===== config.mk =====
export PLATFORM = sky130hd
export DESIGN_NAME = regfile_write_arbiter
export DESIGN_NICKNAME = d
export VERILOG_FILES = /design/src/rtl/regfile_write_arbiter_pkg.sv /design/src/rtl/regfile_write_arbiter_rr_arbiter2.sv /design/src/rtl/regfile_write_arbiter.sv
export SDC_FILE = /design/constraint.sdc
export NUM_CORES = 1
export LEC_CHECK = 0
export ABC_CLOCK_PERIOD_IN_PS = 1700
export CAP_MARGIN = 20
export CORE_MARGIN = 2
export CORE_UTILIZATION = 36
export CTS_CLUSTER_DIAMETER = 60
export CTS_CLUSTER_SIZE = 20
export DETAILED_ROUTE_END_ITERATION = 8
export MAX_ROUTING_LAYER = met4
export PLACE_DENSITY = 0.86
export SLEW_MARGIN = 5
export SYNTH_ARGS = -nofsm -noshare
export SYNTH_HDL_FRONTEND = slang
export SYNTH_HIERARCHICAL = 1
export SYNTH_SLANG_ARGS = --single-unit

===== constraint.sdc =====
create_clock -name CLK -period 1.7 [get_ports CLK]
set_input_delay 0.34 -clock CLK [delete_from_list [all_inputs] [get_ports CLK]]
set_output_delay 0.34 -clock CLK [all_outputs]
set_load 0.01 [all_outputs]

===== src/rtl/regfile_write_arbiter_pkg.sv =====
// Shared types and constants for the register-file write arbiter.
// The token struct uses the arbiter's default widths (32-bit data, 5-bit index).
package regfile_write_arbiter_pkg;

    localparam int DATA_WIDTH  = 32;
    localparam int INDEX_WIDTH = 5;

    typedef struct packed {
        logic                   en;
        logic [INDEX_WIDTH-1:0] index;
        logic [DATA_WIDTH-1:0]  data;
    } token_t;

    localparam logic CLIENT0    = 1'b0;
    localparam logic CLIENT1    = 1'b1;
    // Client 1 is recorded as the last winner, so client 0 wins the first contended cycle.
    localparam logic LAST_RESET = CLIENT1;

endpackage


===== src/rtl/regfile_write_arbiter_rr_arbiter2.sv =====
// Combinational two-way round-robin grant. The grant is one-hot, or zero when
// nothing may be loaded this cycle or no client is requesting.
module rr_arbiter2
    import regfile_write_arbiter_pkg::*;
(
    input  logic [1:0] req,
    input  logic       last,
    input  logic       load,
    output logic [1:0] grant
);

    always_comb begin
        grant = 2'b00;
        if (load) begin
            case (req)
                2'b01:   grant = 2'b01;
                2'b10:   grant = 2'b10;
                2'b11:   grant = (last == CLIENT0) ? 2'b10 : 2'b01;
                default: grant = 2'b00;
            endcase
        end
    end

endmodule


===== src/rtl/regfile_write_arbiter.sv =====
// Two-client round-robin arbiter feeding the register file's EN/INDEX/DATA write
// channels through a one-entry buffer that refills in the same cycle it drains.
module regfile_write_arbiter
    import regfile_write_arbiter_pkg::*;
#(
    parameter int width = DATA_WIDTH,
    parameter int n     = INDEX_WIDTH
) (
    input  logic             CLK,
    input  logic             RST_N,
    input  logic             C0_EN_WRITE,
    input  logic [n-1:0]     C0_INDEX_WRITE,
    input  logic [width-1:0] C0_DATA_WRITE,
    input  logic             C0_WRITE_VALID,
    output logic             C0_WRITE_CONSUMED,
    input  logic             C1_EN_WRITE,
    input  logic [n-1:0]     C1_INDEX_WRITE,
    input  logic [width-1:0] C1_DATA_WRITE,
    input  logic             C1_WRITE_VALID,
    output logic             C1_WRITE_CONSUMED,
    output logic             WRITE_EN_WRITE,
    output logic             WRITE_EN_WRITE_VALID,
    input  logic             WRITE_EN_WRITE_CONSUMED,
    output logic [n-1:0]     WRITE_INDEX_WRITE,
    output logic             WRITE_INDEX_WRITE_VALID,
    input  logic             WRITE_INDEX_WRITE_CONSUMED,
    output logic [width-1:0] WRITE_DATA_WRITE,
    output logic             WRITE_DATA_WRITE_VALID,
    input  logic             WRITE_DATA_WRITE_CONSUMED
);

    typedef struct packed {
        logic             en;
        logic [n-1:0]     index;
        logic [width-1:0] data;
    } slot_t;

    logic       buf_valid;
    slot_t      buf_tok;
    logic       last;
    logic       drain;
    logic       load;
    logic [1:0] grant;
    slot_t      c0_tok;
    slot_t      c1_tok;

    assign c0_tok = '{en: C0_EN_WRITE, index: C0_INDEX_WRITE, data: C0_DATA_WRITE};
    assign c1_tok = '{en: C1_EN_WRITE, index: C1_INDEX_WRITE, data: C1_DATA_WRITE};

    // Only a full consume of all three channels frees the buffer.
    assign drain = buf_valid && WRITE_EN_WRITE_CONSUMED && WRITE_INDEX_WRITE_CONSUMED
                   && WRITE_DATA_WRITE_CONSUMED;
    assign load  = !buf_valid || drain;

    rr_arbiter2 u_rr_arbiter2 (
        .req   ({C1_WRITE_VALID, C0_WRITE_VALID}),
        .last  (last),
        .load  (load),
        .grant (grant)
    );

    assign C0_WRITE_CONSUMED = grant[0];
    assign C1_WRITE_CONSUMED = grant[1];

    // A grant overwrites the buffer even while it drains, giving one token per cycle.
    always_ff @(posedge CLK or negedge RST_N) begin
        if (!RST_N) begin
            buf_valid <= 1'b0;
            buf_tok   <= '0;
            last      <= LAST_RESET;
        end else if (grant != 2'b00) begin
            buf_valid <= 1'b1;
            buf_tok   <= grant[1] ? c1_tok : c0_tok;
            last      <= grant[1] ? CLIENT1 : CLIENT0;
        end else if (drain) begin
            buf_valid <= 1'b0;
        end
    end

    assign WRITE_EN_WRITE          = buf_tok.en;
    assign WRITE_INDEX_WRITE       = buf_tok.index;
    assign WRITE_DATA_WRITE        = buf_tok.data;
    assign WRITE_EN_WRITE_VALID    = buf_valid;
    assign WRITE_INDEX_WRITE_VALID = buf_valid;
    assign WRITE_DATA_WRITE_VALID  = buf_valid;

endmodule


# Word-level counts from Yosys, hierarchy flattened
# Index checks and enable logic that the tools add are counted.
# word_totals
regBits,40
in_bits,83
out_inout_bits,43
elab_cells,22
# op_classes
eq_ne,3
muxes,7
reduce_logical,7
# op_table
operator,count
38-bit 2-to-1 mux,1
2-bit one-hot mux with 3 select lines,1
"2-bit == test, second input constant",2
2-bit 2-to-1 mux,2
2-bit nonzero test,2
1-bit logical AND,3
1-bit 2-to-1 mux,3
"2-bit by 1-bit == test with 1-bit output, second input constant",1
1-bit zero test,1
1-bit logical OR,1

# Depth between registers and ports, before layout
# logic_depth
word_depth,7
ltp_mapped,9
depth_no_buf,6

# Cells and area by module
# The synthesis kept the hierarchy.
# by_module_without_submodules
mod,n_inst,cells_each,area_each_um2,seq_area_each_um2
regfile_write_arbiter,1,175,1906.8,1002.2
rr_arbiter2,1,5,21.3,0.0

# Worst setup path before layout
# Ideal clock, no wire load.
# synth_path
path_type,register -> register
startpoint,register last
endpoint,"register buf_tok, in the netlist WRITE_INDEX_WRITE[2]"
setup_ps,120
arrival_time_ps,1436
t_required_ps,1580
slack_ps,144
path_stages_with_launch,7
n_path_buf,2
period_less_slack_ps,1556
cell_sequence,dfstp_2 -> inv_1 -> a21oi_1 -> buf_6 -> buf_12 -> mux2i_1 -> o21ai_2
# synth_between
elab_chain_len,4
elab_cells_between_ends,5
cone_classes,4 x mux; 1 x reduce/logical
# synth_lines
item,line,rtl
"start, declared",regfile_write_arbiter.sv:40,logic last;
"start signal, assigned",regfile_write_arbiter.sv:74,last <= grant[1] ? CLIENT1 : CLIENT0;
2-bit 2-to-1 mux,regfile_write_arbiter_rr_arbiter2.sv:18,2'b11: grant = (last == CLIENT0) ? 2'b10 : 2'b01;
2-bit one-hot mux with 3 select lines,regfile_write_arbiter_rr_arbiter2.sv:15,case (req)
2-bit 2-to-1 mux,regfile_write_arbiter_rr_arbiter2.sv:14,if (load) begin
via C0_WRITE_CONSUMED,regfile_write_arbiter.sv:15,"output logic C0_WRITE_CONSUMED,"
2-bit nonzero test,regfile_write_arbiter.sv:71,end else if (grant != 2'b00) begin
"end signal, assigned",regfile_write_arbiter.sv:73,buf_tok <= grant[1] ? c1_tok : c0_tok;
"end, declared",regfile_write_arbiter.sv:39,slot_t buf_tok;
# The timed path passes the listed nets, and every way through them passes these cells.
# A chain may end at the register's enable or synchronous reset.

# Worst setup path in the final report
# layout_path
startpoint,"register buf_valid, in the netlist WRITE_DATA_WRITE_VALID"
endpoint,output port WRITE_INDEX_WRITE_VALID
# layout_lines
item,line,rtl
"start, declared",regfile_write_arbiter.sv:38,logic buf_valid;
"start signal, assigned",regfile_write_arbiter.sv:68,buf_valid <= 1'b0;
"start signal, assigned",regfile_write_arbiter.sv:72,buf_valid <= 1'b1;
"start signal, assigned",regfile_write_arbiter.sv:76,buf_valid <= 1'b0;
"end, declared",regfile_write_arbiter.sv:25,"output logic WRITE_INDEX_WRITE_VALID,"
# No word-level cell between the ends.

==> metrics.md <==
| Metric | Value |
|---|---|
| Status | complete, no violations |
| DRT Wirelength | 5090 um |
| Clk_lat worst skew | 0.28 ns |
| Die area | 5960 um^2 |
| Largest family of logic cells by synthesized area | multiplexers |
| DP HPWL | 3830 um |
| Row Count | 26 |
| Worst Skew | 0.00398 ns |
| Mean Syn Cell Area | 10.7 um^2 |
| CP Data Required Time | 1.36 ns |
| Commonest non-fill, non-tap cell in the layout | clkdlybuf4s50_1 |
| Cell area after synthesis | 1930 um^2 |
| Iter 0 DRT Violations | 51 |
| Post-route ant nets | 0 |
| CTS Root Cell | clkbuf_8 |
| Fin Setup TNS | 0 ns |
| Xor/xnor share of the synthesized area | 0 |
| Tmin final | 1.66 ns |
| Net Switching | 1.63 mW |
| Reg2Reg Launch Point | last |
| Hold buffers post-CTS | 0 |
| Clock power share | 0.132 |
| TritonCTS clock tree | built |
| Simple-Gate Fraction of Synth Area | 0.0824 |
| CTS Sinks | 40 |
| Post-Synthesis Cells | 180 |
| Sequential fraction of the synthesis area | 0.520 |
| Fmax | 0.602 GHz |
| Worst-path cell chain | buf_4 -> clkdlybuf4s50_1 |
| Slowest-stage cell, CP | clkdlybuf4s50_1 |
| Routed wire per std cell | 13.5 um |
| Largest area contributor in the netlist | dfrtp_1 |
| Antenna violations before repair | 0 |
| Slew Limit Fails | 0 |
| Vias in the first global route | 1738 |
| Worst hold slack | 0.00406 ns |
| Final Hold Viols | 0 |
| Worst Tran Pin Value | 0.482 ns |
| Via/cell ratio | 4.59 |
| Post-route cell area | 3370 um^2 |
| Placer Congestion | 0.758 |
| Relative slew slack | 0.679 |
| Power Dens Cells | 1450 nW/um^2 |
| Port Buffers | 125 |
| Total of max-cap violations | 0 |
| Final worst path period share | 0.977 |
| Area after DPL | 3230 um^2 |
| Gr ovfl total | 0 |
| Worst Path Max Fanout | 4 |
| Flop2flop setup slack | 0.19 ns |
| Max rail drop VDD | 0.693 mV |
| Max clock buf depth | 2 |
| Post-placement cell count | 369 |
| Layout cells sized above 1 | 0.0909 |
| #FFs+latches synth | 40 |
| Largest net degree at the start of global routing | 49 |
| Internal power | 3.25 mW |
| Fraction of the mapped netlist area in adder cells | 0 |
| Worst setup SP type | register |
| CTS H-tree lvls | 2 |
| Mux cell area share after synthesis | 0.197 |
| Reg2reg end | WRITE_DATA_WRITE[6] |
| Initial core utilization | 0.375 |
| Worst-case reg-to-reg path depth | 5 |
| Synth cell types | 16 |
| Min-delay worst type | in -> async |
| Leak Pwr | 1.35 nW |
| Final Core Density | 0.656 |
| Most frequent cells in the layout | 118 x clkdlybuf4s50_1, 39 x dfrtp_1, 38 x mux2i_1, 38 x nand2_1, 37 x o21ai_1 |
| Compound-Gate Fraction of Synth Area | 0.114 |
| Chip height | 77.2 um |
| Gr usage total | 0.179 |
| Reg power frac | 0.347 |
| Die X | 77.2 um |
| Comb pwr share | 0.522 |
| CORE AREA | 5140 um^2 |
| Largest cells by area after synthesis | dfrtp_1 51%, mux2i_1 20%, o21ai_1 9.6%, nand2_1 8.0%, buf_12 4.2% |
| DRC viols | 0 |
| Post-Syn Nets | 263 |
| Syn-to-layout area delta | 74.8% |
| Sw Share | 0.334 |
| CP endpoint kind | primary output |
| # diodes | 0 |
| Clock slew at reported path FFs | 0.08 ns |
| Top cell type's share of synthesized area | 0.506 |
| WP data arrival | 1.32 ns |
| Io pins | 126 |
| Fin cells | 378 |
| Yosys warnings | 6 |
| CP Class | reg -> out |
| CTS buffer count | 5 |
| Nets | 390 |
| Setup violations, final | 0 |
| 1st-pass router iterations | 4 |
| Via count | 1734 |
| Critical path origin | WRITE_DATA_WRITE_VALID |
| Setup crit end | WRITE_INDEX_WRITE_VALID |
| First-pass GRT wire length | 8250 um |
| RSZ-0062 raised after global routing | false |
| CP max stage delay | 0.53 ns |
## power by group through the flow
stage | logic [mW] | clock network (mW) | registers (mW)
floorplan | 0.986 | 0 | 1.91
global placement | 2.48 | 0 | 1.67
finish | 2.54 | 0.642 | 1.69
global route | 2.72 | 0.699 | 1.76
detailed placement | 2.54 | 0 | 1.69
CTS | 2.55 | 0.659 | 1.69
## per-stage QoR
step / power [mW] / setup WS [ns]
4_1_cts: 4.90 / 0.000794
3_5_place_dp: 4.23 / -0.430
3_3_place_gp: 4.16 / -0.376
5_1_grt: 5.18 / 0.000782
6_report: 4.88 / 0.0388
2_1_floorplan: 2.90 / 0.144
## cell usage after synthesis, drive strengths merged
cell    number
inv          2
dfrtp       39
buf         15
a21o         1
a21oi        2
dfstp        1
nand2       41
mux2i       38
o21ai       38
a211o        1
clkbuf       1
nand3        1
## repair_timing
action	in CTS	in global routing
buffers inserted	0	1
pin swaps	2	2
setup endpoints to repair	40	43
gates resized for setup	14	9
## how the worst min path moves through the flow
stage | start | end | slack [ns]
6_report | RST_N | WRITE_INDEX_WRITE[3] | 0.004
5_1_grt | RST_N | WRITE_INDEX_WRITE[3] | 0.04
4_1_cts | RST_N | WRITE_INDEX_WRITE[3] | 0.01
3_5_place_dp | RST_N | WRITE_INDEX_WRITE[3] | 0.33
3_3_place_gp | RST_N | WRITE_DATA_WRITE[4] | 0.32
2_1_floorplan | RST_N | WRITE_DATA_WRITE[0] | 0.04
## cells by family after synthesis
family / count (synthesis)
buf+inv: 18
mux: 38
flops: 40
compound gates: 42
simple gates: 42
## metal layers
metal  vias to the layer above  share of wire  global-route usage
li1                        866              -                   -
met1                       786           0.42               0.209
met2                        73           0.50               0.302
met3                         9          0.067              0.0529
met4                         0          0.012              0.0482
met5                         -              0                   -
## final cells by class
cell class | count | area [um^2]
fillers | 431 | 1770
repair buffers | 136 | 1390
flip-flops and latches | 40 | 1000
multi-input cells | 122 | 795
clock buffers | 8 | 90.1
well taps | 70 | 87.6
inverters | 2 | 7.51
## registers in the layout, indices dropped and copies added, names as in the netlist
| signal | flops |
|---|---|
| WRITE_EN_WRITE | 1 |
| WRITE_DATA_WRITE | 32 |
| WRITE_DATA_WRITE_VALID | 1 |
| last | 1 |
| WRITE_INDEX_WRITE | 5 |
## critical path, delay by kind of cell, from the launching register on
family                 cells  cell delay (ns)
flip-flops                 1             0.38
buffers and inverters      2             0.67
No activity file was read; power rests on OpenSTA's default activity.
